### src/rtl/adc_temp_filter_pkg.sv
// Shared types and constants for the per-channel temperature IIR filter and alarm stage.
package adc_temp_filter_pkg;

  localparam int unsigned SAMPLE_W   = 12;
  localparam int unsigned TEMP_NCHAN = 16;

  typedef logic [3:0]          temp_chan_t;
  typedef logic [SAMPLE_W-1:0] adc_sample_t;

  typedef enum logic [1:0] {
    StIdle  = 2'd0,
    StProcA = 2'd1,
    StProcB = 2'd2
  } temp_filt_state_t;

  // Converter A occupies channels 0..7, converter B channels 8..15.
  function automatic temp_chan_t temp_chan(input logic sel, input logic [2:0] addr);
    return {sel, addr};
  endfunction

endpackage

### src/rtl/adc_temp_filter_if.sv
// Simultaneous A/B conversion pair bus from the AD7265 front end into the filter.
interface adc_temp_filter_if;
  import adc_temp_filter_pkg::*;

  logic        sample_valid;
  logic [2:0]  sample_addr;
  adc_sample_t sample_a;
  adc_sample_t sample_b;

  modport master (
    output sample_valid,
    output sample_addr,
    output sample_a,
    output sample_b
  );

  modport slave (
    input sample_valid,
    input sample_addr,
    input sample_a,
    input sample_b
  );

endinterface

### src/rtl/adc_temp_filter_hyst_cmp.sv
// Hysteresis comparator: sets above the high level, clears below the low level, else holds.
module temp_hyst_cmp
  import adc_temp_filter_pkg::*;
(
  input  adc_sample_t i_avg,
  input  adc_sample_t i_thresh_hi,
  input  adc_sample_t i_thresh_lo,
  input  logic        i_flag,
  output logic        o_flag
);

  always_comb begin
    o_flag = i_flag;
    if (i_avg > i_thresh_hi) begin
      o_flag = 1'b1;
    end else if (i_avg < i_thresh_lo) begin
      o_flag = 1'b0;
    end
  end

endmodule

### src/rtl/adc_temp_filter.sv
// 16-channel first-order IIR temperature smoother with per-channel hysteresis alarms.
// Each accepted A/B pair is written over two cycles through a single accumulator write port.
module adc_temp_filter
  import adc_temp_filter_pkg::*;
#(
  parameter int unsigned SHIFT = 3
) (
  input  logic                   clock,
  input  logic                   nreset,
  input  logic                   soft_reset,
  adc_temp_filter_if.slave       smp_if,
  input  adc_sample_t            thresh_hi,
  input  adc_sample_t            thresh_lo,
  input  temp_chan_t             rd_chan,
  output adc_sample_t            rd_avg,
  output logic                   rd_primed,
  output logic [TEMP_NCHAN-1:0]  alarm,
  output logic                   alarm_any,
  output logic                   busy,
  output logic                   update_done,
  output logic                   overrun,
  input  logic                   overrun_clr
);

  localparam int unsigned ACC_W = SAMPLE_W + SHIFT;

  temp_filt_state_t       r_state;
  logic [2:0]             r_addr;
  adc_sample_t            r_a;
  adc_sample_t            r_b;
  logic                   r_update_done;
  logic                   r_overrun;

  logic [ACC_W-1:0]       r_acc [TEMP_NCHAN];
  logic [TEMP_NCHAN-1:0]  r_primed;
  logic [TEMP_NCHAN-1:0]  r_alarm;

  adc_sample_t            r_rd_avg;
  logic                   r_rd_primed;
  logic                   r_alarm_any;

  logic                   w_wr_en;
  logic                   w_sel_b;
  temp_chan_t             w_chan;
  adc_sample_t            w_x;
  logic [ACC_W-1:0]       w_acc_old;
  logic [ACC_W-1:0]       w_acc_new;
  adc_sample_t            w_avg_new;
  logic                   w_alarm_new;

  // Control FSM: capture a pair in idle, then spend one cycle per converter channel.
  always_ff @(posedge clock or negedge nreset) begin
    if (!nreset) begin
      r_state       <= StIdle;
      r_addr        <= '0;
      r_a           <= '0;
      r_b           <= '0;
      r_update_done <= 1'b0;
      r_overrun     <= 1'b0;
    end else if (soft_reset) begin
      r_state       <= StIdle;
      r_addr        <= '0;
      r_a           <= '0;
      r_b           <= '0;
      r_update_done <= 1'b0;
      r_overrun     <= 1'b0;
    end else begin
      r_update_done <= 1'b0;
      unique case (r_state)
        StIdle: begin
          if (smp_if.sample_valid) begin
            r_addr  <= smp_if.sample_addr;
            r_a     <= smp_if.sample_a;
            r_b     <= smp_if.sample_b;
            r_state <= StProcA;
          end
        end
        StProcA: r_state <= StProcB;
        StProcB: begin
          r_state       <= StIdle;
          r_update_done <= 1'b1;
        end
        default: r_state <= StIdle;
      endcase
      // A fresh overrun wins over a simultaneous clear.
      if (smp_if.sample_valid && (r_state != StIdle)) begin
        r_overrun <= 1'b1;
      end else if (overrun_clr) begin
        r_overrun <= 1'b0;
      end
    end
  end

  assign w_wr_en   = (r_state == StProcA) || (r_state == StProcB);
  assign w_sel_b   = (r_state == StProcB);
  assign w_chan    = temp_chan(w_sel_b, r_addr);
  assign w_x       = w_sel_b ? r_b : r_a;
  assign w_acc_old = r_acc[w_chan];

  // acc holds avg scaled by 2^SHIFT, so it never exceeds 4095 << SHIFT and cannot overflow.
  always_comb begin
    w_acc_new = ACC_W'(w_x) << SHIFT;
    if (r_primed[w_chan]) begin
      w_acc_new = w_acc_old - (w_acc_old >> SHIFT) + ACC_W'(w_x);
    end
  end

  assign w_avg_new = SAMPLE_W'(w_acc_new >> SHIFT);

  temp_hyst_cmp u_hyst_cmp (
    .i_avg       (w_avg_new),
    .i_thresh_hi (thresh_hi),
    .i_thresh_lo (thresh_lo),
    .i_flag      (r_alarm[w_chan]),
    .o_flag      (w_alarm_new)
  );

  always_ff @(posedge clock or negedge nreset) begin
    if (!nreset) begin
      for (int unsigned i = 0; i < TEMP_NCHAN; i++) begin
        r_acc[i] <= '0;
      end
      r_primed <= '0;
      r_alarm  <= '0;
    end else if (soft_reset) begin
      for (int unsigned i = 0; i < TEMP_NCHAN; i++) begin
        r_acc[i] <= '0;
      end
      r_primed <= '0;
      r_alarm  <= '0;
    end else if (w_wr_en) begin
      r_acc[w_chan]    <= w_acc_new;
      r_primed[w_chan] <= 1'b1;
      r_alarm[w_chan]  <= w_alarm_new;
    end
  end

  // Read port and alarm summary are registered one cycle behind the array.
  always_ff @(posedge clock or negedge nreset) begin
    if (!nreset) begin
      r_rd_avg    <= '0;
      r_rd_primed <= 1'b0;
      r_alarm_any <= 1'b0;
    end else if (soft_reset) begin
      r_rd_avg    <= '0;
      r_rd_primed <= 1'b0;
      r_alarm_any <= 1'b0;
    end else begin
      r_rd_avg    <= SAMPLE_W'(r_acc[rd_chan] >> SHIFT);
      r_rd_primed <= r_primed[rd_chan];
      r_alarm_any <= |r_alarm;
    end
  end

  assign rd_avg      = r_rd_avg;
  assign rd_primed   = r_rd_primed;
  assign alarm       = r_alarm;
  assign alarm_any   = r_alarm_any;
  assign busy        = (r_state != StIdle);
  assign update_done = r_update_done;
  assign overrun     = r_overrun;

endmodule

### src/flat_wrapper.sv
// flat-port wrapper written by rule: the top's interface ports become plain ports
module adc_temp_filter_flat import adc_temp_filter_pkg::*;
#(
  parameter int unsigned SHIFT = 3
)
  (clock, nreset, soft_reset, thresh_hi, thresh_lo, rd_chan, rd_avg, rd_primed, alarm, alarm_any, busy, update_done, overrun, overrun_clr, smp_if_sample_valid, smp_if_sample_addr, smp_if_sample_a, smp_if_sample_b);
  adc_temp_filter_if smp_if_i ();
  input  logic clock;
  input  logic nreset;
  input  logic soft_reset;
  input  adc_sample_t thresh_hi;
  input  adc_sample_t thresh_lo;
  input  temp_chan_t rd_chan;
  output adc_sample_t rd_avg;
  output logic rd_primed;
  output logic [TEMP_NCHAN-1:0] alarm;
  output logic alarm_any;
  output logic busy;
  output logic update_done;
  output logic overrun;
  input  logic overrun_clr;
  input wire logic [$bits(smp_if_i.sample_valid)-1:0] smp_if_sample_valid;
  input wire logic [$bits(smp_if_i.sample_addr)-1:0] smp_if_sample_addr;
  input wire logic [$bits(smp_if_i.sample_a)-1:0] smp_if_sample_a;
  input wire logic [$bits(smp_if_i.sample_b)-1:0] smp_if_sample_b;
  assign smp_if_i.sample_valid = smp_if_sample_valid;
  assign smp_if_i.sample_addr = smp_if_sample_addr;
  assign smp_if_i.sample_a = smp_if_sample_a;
  assign smp_if_i.sample_b = smp_if_sample_b;
  adc_temp_filter #(.SHIFT(SHIFT)) u_core (.clock(clock), .nreset(nreset), .soft_reset(soft_reset), .smp_if(smp_if_i), .thresh_hi(thresh_hi), .thresh_lo(thresh_lo), .rd_chan(rd_chan), .rd_avg(rd_avg), .rd_primed(rd_primed), .alarm(alarm), .alarm_any(alarm_any), .busy(busy), .update_done(update_done), .overrun(overrun), .overrun_clr(overrun_clr));
endmodule
### config.mk
export PLATFORM = sky130hd
export DESIGN_NAME = adc_temp_filter_flat
export DESIGN_NICKNAME = d
export VERILOG_FILES = /design/src/rtl/adc_temp_filter_pkg.sv /design/src/rtl/adc_temp_filter_if.sv /design/src/rtl/adc_temp_filter_hyst_cmp.sv /design/src/rtl/adc_temp_filter.sv /design/src/flat_wrapper.sv
export SDC_FILE = /design/constraint.sdc
export NUM_CORES = 1
export LEC_CHECK = 0
export CAP_MARGIN = 20
export CORE_ASPECT_RATIO = 0.75
export CORE_MARGIN = 4
export CORE_UTILIZATION = 55
export DETAILED_ROUTE_END_ITERATION = 6
export PLACE_DENSITY = 0.74
export SYNTH_ARGS = -nofsm -noshare
export SYNTH_HDL_FRONTEND = slang
export SYNTH_SLANG_ARGS = --single-unit
### constraint.sdc
create_clock -name clock -period 6.9 [get_ports clock]
set_input_delay 1.035 -clock clock [delete_from_list [all_inputs] [get_ports clock]]
set_output_delay 1.035 -clock clock [all_outputs]
set_load 0.01 [all_outputs]
==> metrics.txt, run 1 <==
gr usage total=0.315; Critical path buffers and inverters=5; Power Dens Cells=309 nW/um2; post-CTS setup buffers=0; first-pass GRT wire length=80.8 mm; Tmin final=6.50 ns; # DRC=0; hold buffer count at CTS=0; Gate Count Post-Synth=1,350; Hold Vio Cnt, Final=0; Top Ports=93; dpl hpwl=35.3 mm; min-delay worst type=register to register; Seq/Total Area, Yosys=0.468; vias in the first global route=12,919; setup violators final=0; initial antenna violation count=1; max incr delay on CP=0.67 ns; CTS max path bufs=3; DIE AREA=33,700 um2; Placer Congestion=0.948; CP Data Arrival Time=6.90 ns; TritonCTS Buffers=34; max cap viols=0; latest clock arrival within the worst-skew pair=0.54 ns; post-synth cell types=60; row count=55; RSZ-0062 raised after global routing=false; pin count of the biggest net entering global routing=138; period utilisation layout=0.942; Die Y=160 um; commonest non-fill, non-tap cell in the layout=dfrtp_1; total grt overflow=0; Synth top area share=0.468; Data required, critical path=7.30 ns; Max Slew Vio Count=0; f_max=0.154 GHz; Post-synth EDFFs=0; status=complete, no violations; Synth Net Count=1,464; Synth Flop Type=dfrtp_1; Ys Warns=0; clock sink count=317; Clock Tree Root=clkbuf_16; worst-path cell chain=buf_12, buf_4, mux4_2, mux4_2, ha_1, inv_1, ha_1, fa_1, a21o_1, nand4_1, a21boi_0, o41ai_1, a21oi_1, mux2i_1, buf_4, ha_1, a21o_1, nand3_1, a21oi_1, a2111oi_0, nor2_1, a221oi_4, buf_4, o21ai_0; Initial Util=0.559; CP Capture Type=register; Die W=211 um; Critical Path Source Type=register; Syn Std Cell Area=16,900 um2; worst clock skew=0.0292 ns; 1st-iter DRT viols=1,681; vias=12,951; Design Area, Final=19,700 um2; Worst VDD drop=0.223 mV; Worst path slowest cell=dfrtp_2; Post-synth ARST share=1.00; CTS clk-pin slew, worst paths=0.06 ns; IO Port Bufs=92; placed cell area=18,400 um2; area leader, netlist=dfrtp_1; area grow syn2layout=16.4%; vias per cell=6.94; Crit Path Class=register to register; share of cells above drive strength 1=0.192; H-tree depth=2; syn avg cell area=12.5 um2; Ant. Diodes=0; most frequent cells in the layout=dfrtp_1, a22o_1, mux4_2; CTS tree=yes; worst slew pin tran=1.26 ns; Leak=0.00864 uW; Final Net Count=1,555; CP delay by family, top=compound AO/OA/AOI/OAI gates; routed wire length per instance=28.5 um; FF+latch count, synth=317; routed wire length=53.1 mm; synth top area cells=dfrtp_1, mux4_2, a22o_1; CTS-repair resized insts=0; Setup TNS=0 ns; core area=30,300 um2; drt first pass iters=7; crit-path max FO=24; relative slew slack=0.160; post-route ant nets=0; reg-to-reg slack, setup=0.40 ns; Fillers=2,255
registers in the layout (all words and copies together), names as in the netlist:
signal              count
u_core.r_acc          240
u_core.alarm           16
u_core.r_primed        16
u_core.r_a             12
u_core.r_b             12
u_core.rd_avg          12
u_core.r_addr           3
u_core.r_state          2
u_core.alarm_any        1
u_core.overrun          1
u_core.rd_primed        1
u_core.update_done      1
synthesized netlist by cell type (3+ instances only):
cell,number
mux4_2,136
ha_1,42
nor3_1,4
xor2_1,4
o21ai_2,10
nor4_1,5
or2_2,3
a22o_1,187
and2_1,3
xnor2_1,7
buf_6,3
inv_1,83
o21ai_0,113
o21ai_1,3
buf_1,13
buf_2,19
a21o_1,4
nand2_1,130
nor2_1,36
nor2b_1,23
mux2i_1,25
a21oi_1,36
clkbuf_1,54
a31oi_1,4
or3_1,3
nand3_1,7
nand4_1,8
nand2b_1,6
fa_1,12
a22oi_1,7
dfrtp_1,317
mux4_1,7
where the power goes:
part / total [uW] / internal, uW / switching, uW
sequential: 1970 / 1910 / 57.3
combinational: 2110 / 741 / 1370
clock: 2010 / 1240 / 778
worst min-delay path, cell delays in order, from the launching register on:
cell and delay [ns]:
dfrtp_1 0.34, nand2_1 0.04, o21ai_0 0.06
kinds of logic after synthesis:
family	Yosys count	synth area share
and+or+nand+nor	240	0.0657
DFF	317	0.468
AOI/OAI and AO/OA	385	0.165
xor gates and xnor gates	11	0.00569
buffers and inverters	174	0.0429
muxes	169	0.207
adders and majority gates	54	0.0452
metrics by stage:
stage / std cells / total power, uW / worst slack (ns) / utilization / hold slack, ns
final: 1865 / 6090 / 0.403 / 0.651 / 0.482
after floorplan: 1350 / 3290 / 0.697 / - / 0.445
after global placement: 1795 / 3970 / 0.527 / 0.607 / 0.456
after CTS: 1860 / 6030 / 0.345 / 0.649 / 0.483
after detailed placement: 1799 / 4020 / 0.370 / 0.609 / 0.469
after global routing: 1865 / 6360 / 0.120 / 0.651 / 0.507
routing by layer:
layer,global-route usage,wire length (um)
met5,0,13
met4,0.0816,1390
met3,0.162,8690
met2,0.426,21900
met1,0.455,21100
path summary, 6_finish.rpt:
check	startpoint	endpoint	cells past startpoint
max in group asynchronous	nreset	u_core.r_acc[104]$_DFFE_PN0P_	2
min	u_core.r_acc[60]$_DFFE_PN0P_	u_core.r_acc[60]$_DFFE_PN0P_	2
min in group asynchronous	nreset	u_core.r_primed[13]$_DFFE_PN0P_	1
min reg2reg	u_core.r_acc[60]$_DFFE_PN0P_	u_core.r_acc[60]$_DFFE_PN0P_	2
max reg2reg	u_core.r_addr[1]$_DFFE_PN0P_	u_core.alarm[15]$_DFFE_PN0P_	24
max	u_core.r_addr[1]$_DFFE_PN0P_	u_core.alarm[15]$_DFFE_PN0P_	24
final cells by class:
class	instances	area (um2)	share of cell area
Multi-Input combinational cell	859	8320	0.422
Sequential cell	317	7940	0.403
Timing Repair Buffer	146	1430	0.0727
Clock buffer	51	1010	0.0510
Tap cell	399	499	0.0253
Inverter	83	312	0.0158
Clock inverter	10	208	0.0105
(Power assumes the default switching activity.)
==> run 2, diff against run 1 <==
Settings changed: HOLD_SLACK_MARGIN set to 0.03.
==> results of run 2 <==
No change in the layout: final DEF, timing and power equal those of run 1.
==> run 3, diff against run 2 <==
Settings changed: GPL_ROUTABILITY_DRIVEN set to 0, REMOVE_ABC_BUFFERS set to 1.
==> run 3 against run 2 <==
Compared with the run above:
- final area barely moved
- register-to-register slack improved by 0.09 ns
- routed wire length fell by 0.76%
- sequential power barely moved
- first-iteration DRC count rose by 8.6%
- combinational power fell by 6%
- die area did not move
- clock power barely moved
- core utilization barely moved
- cell count rose by 0.16%
==> metrics.txt, run 3 (synthesis gave the netlist of run 1 again) <==
row count=55; FF+latch area=7940 um2; CTS clk-pin slew, worst paths=0.06 ns; worst clock skew=0.0297 ns; routed wire length=52.7 mm; vias in the first global route=13,132; area of the multi-input gates=8310 um2; total grt overflow=0; Top Ports=93; CTS max path bufs=3; share of cells above drive strength 1=0.193; Largest register FFs=240; Die Y=160 um; CP Data Arrival Time=6.81 ns; initial antenna violation count=2; vias=13,003; Max Slew Vio Count=0; vias per cell=6.96; most frequent cells in the layout=dfrtp_1, a22o_1, mux4_2; hold buffer count at CTS=0; Hold Vio Cnt, Final=0; area grow syn2layout=16.5%; TritonCTS Buffers=34; max cap viols=0; Ant. Diodes=0; CTS-repair resized insts=0; period utilisation layout=0.929; Final Net Count=1,557; Crit Path Class=register to register; Fillers=2,227; f_max=0.156 GHz; commonest non-fill, non-tap cell in the layout=dfrtp_1; H-tree depth=2; largest reg by FF count=u_core.r_acc; post-route ant nets=0; gr usage total=0.315; routed wire length per instance=28.2 um; CP Capture Type=register; DIE AREA=33,700 um2; Die W=211 um; IO Port Bufs=92; # DRC=0; crit-path max FO=24; min-delay worst type=register to register; Setup TNS=0 ns; Initial Util=0.559; Clock Tree Root=clkbuf_16; 1st-iter DRT viols=1,826; RSZ-0062 raised after global routing=false; CTS tree=yes; first-pass GRT wire length=81.7 mm; Tmin final=6.41 ns; setup violators final=0; Critical Path Source Type=register; Worst VDD drop=0.196 mV; drt first pass iters=5; latest clock arrival within the worst-skew pair=0.54 ns; Power Dens Cells=301 nW/um2; relative slew slack=0.130; status=complete, no violations; clock sink count=317; core area=30,300 um2; dpl hpwl=34.2 mm; Leak=0.00865 uW; Data required, critical path=7.30 ns; pin count of the biggest net entering global routing=153; worst slew pin tran=1.30 ns; post-CTS setup buffers=0; WHS=0.485 ns
==> run 3: cell types whose count changed in the layout (fill, tap and decap cells not counted), sizes merged <==
cell,before,now
clkbuf,51,47
clkinvlp,0,1
clkinv,3,8
bufinv,6,5
buf,58,60
==> run 3: stage by stage <==
step | total power, uW | utilization | instances | cell area, um2 | setup WS (ns)
2_1_floorplan | 3190 | - | 1259 | 16500 | -1.34
3_5_place_dp | 3910 | 0.607 | 1796 | 18400 | 0.587
5_1_grt | 6210 | 0.652 | 1868 | 19700 | 0.0862
6_report | 5930 | 0.652 | 1868 | 19700 | 0.489
4_1_cts | 5880 | 0.647 | 1858 | 19600 | 0.529
3_3_place_gp | 3870 | 0.605 | 1792 | 18300 | 0.653
==> run 3: per-layer routing <==
layer	GRT usage	up-vias	routed length, um
met5	0	-	55
met2	0.429	950	21900
met4	0.0784	4	1360
met1	0.480	6629	21800
met3	0.123	121	7600
li1	-	5299	-
==> run 3: cell type report <==
cell class | instances | area share
tap | 399 | 0.0253
clock inverter | 15 | 0.0122
inverter | 83 | 0.0158
clock buffer | 47 | 0.0487
multi-input combinational | 859 | 0.421
sequential | 317 | 0.402
timing repair buffer | 148 | 0.0746
==> run 3: power breakdown <==
part           switching (uW)  leakage [uW]  internal, uW
Clock                     802      0.000585          1180
Sequential               57.8       0.00441          1910
Combinational            1260       0.00366           717
Total                    2120       0.00865          3810
==> run 3: worst max-delay path, stage by stage (launching register included) <==
cell,delay [ns]
dfrtp_4,0.68
buf_12,0.28
mux4_2,0.55
mux4_2,0.53
inv_1,0.10
fa_1,0.41
inv_1,0.06
ha_1,0.28
a2111oi_0,0.43
o21ai_0,0.24
a21oi_1,0.22
o21bai_1,0.11
or4b_1,0.46
and3_1,0.21
ha_1,0.31
a21oi_1,0.14
nand2_1,0.07
a2111oi_0,0.38
nor2_1,0.12
a221oi_4,0.19
buf_4,0.32
o21ai_0,0.16
==> run 3: worst paths after layout <==
path                                         startpoint                             to  slack (ns)  depth (start not counted)
max in group asynchronous                        nreset  u_core.r_acc[147]$_DFFE_PN0P_        5.10                          2
setup / recovery           u_core.r_addr[0]$_DFFE_PN0P_   u_core.alarm[15]$_DFFE_PN0P_        0.49                         21
hold / removal             u_core.r_acc[15]$_DFFE_PN0P_   u_core.r_acc[15]$_DFFE_PN0P_        0.49                          2
hold reg to reg            u_core.r_acc[15]$_DFFE_PN0P_   u_core.r_acc[15]$_DFFE_PN0P_        0.49                          2
min in group asynchronous                        nreset  u_core.r_acc[139]$_DFFE_PN0P_        0.50                          1
setup reg to reg           u_core.r_addr[0]$_DFFE_PN0P_   u_core.alarm[15]$_DFFE_PN0P_        0.49                         21
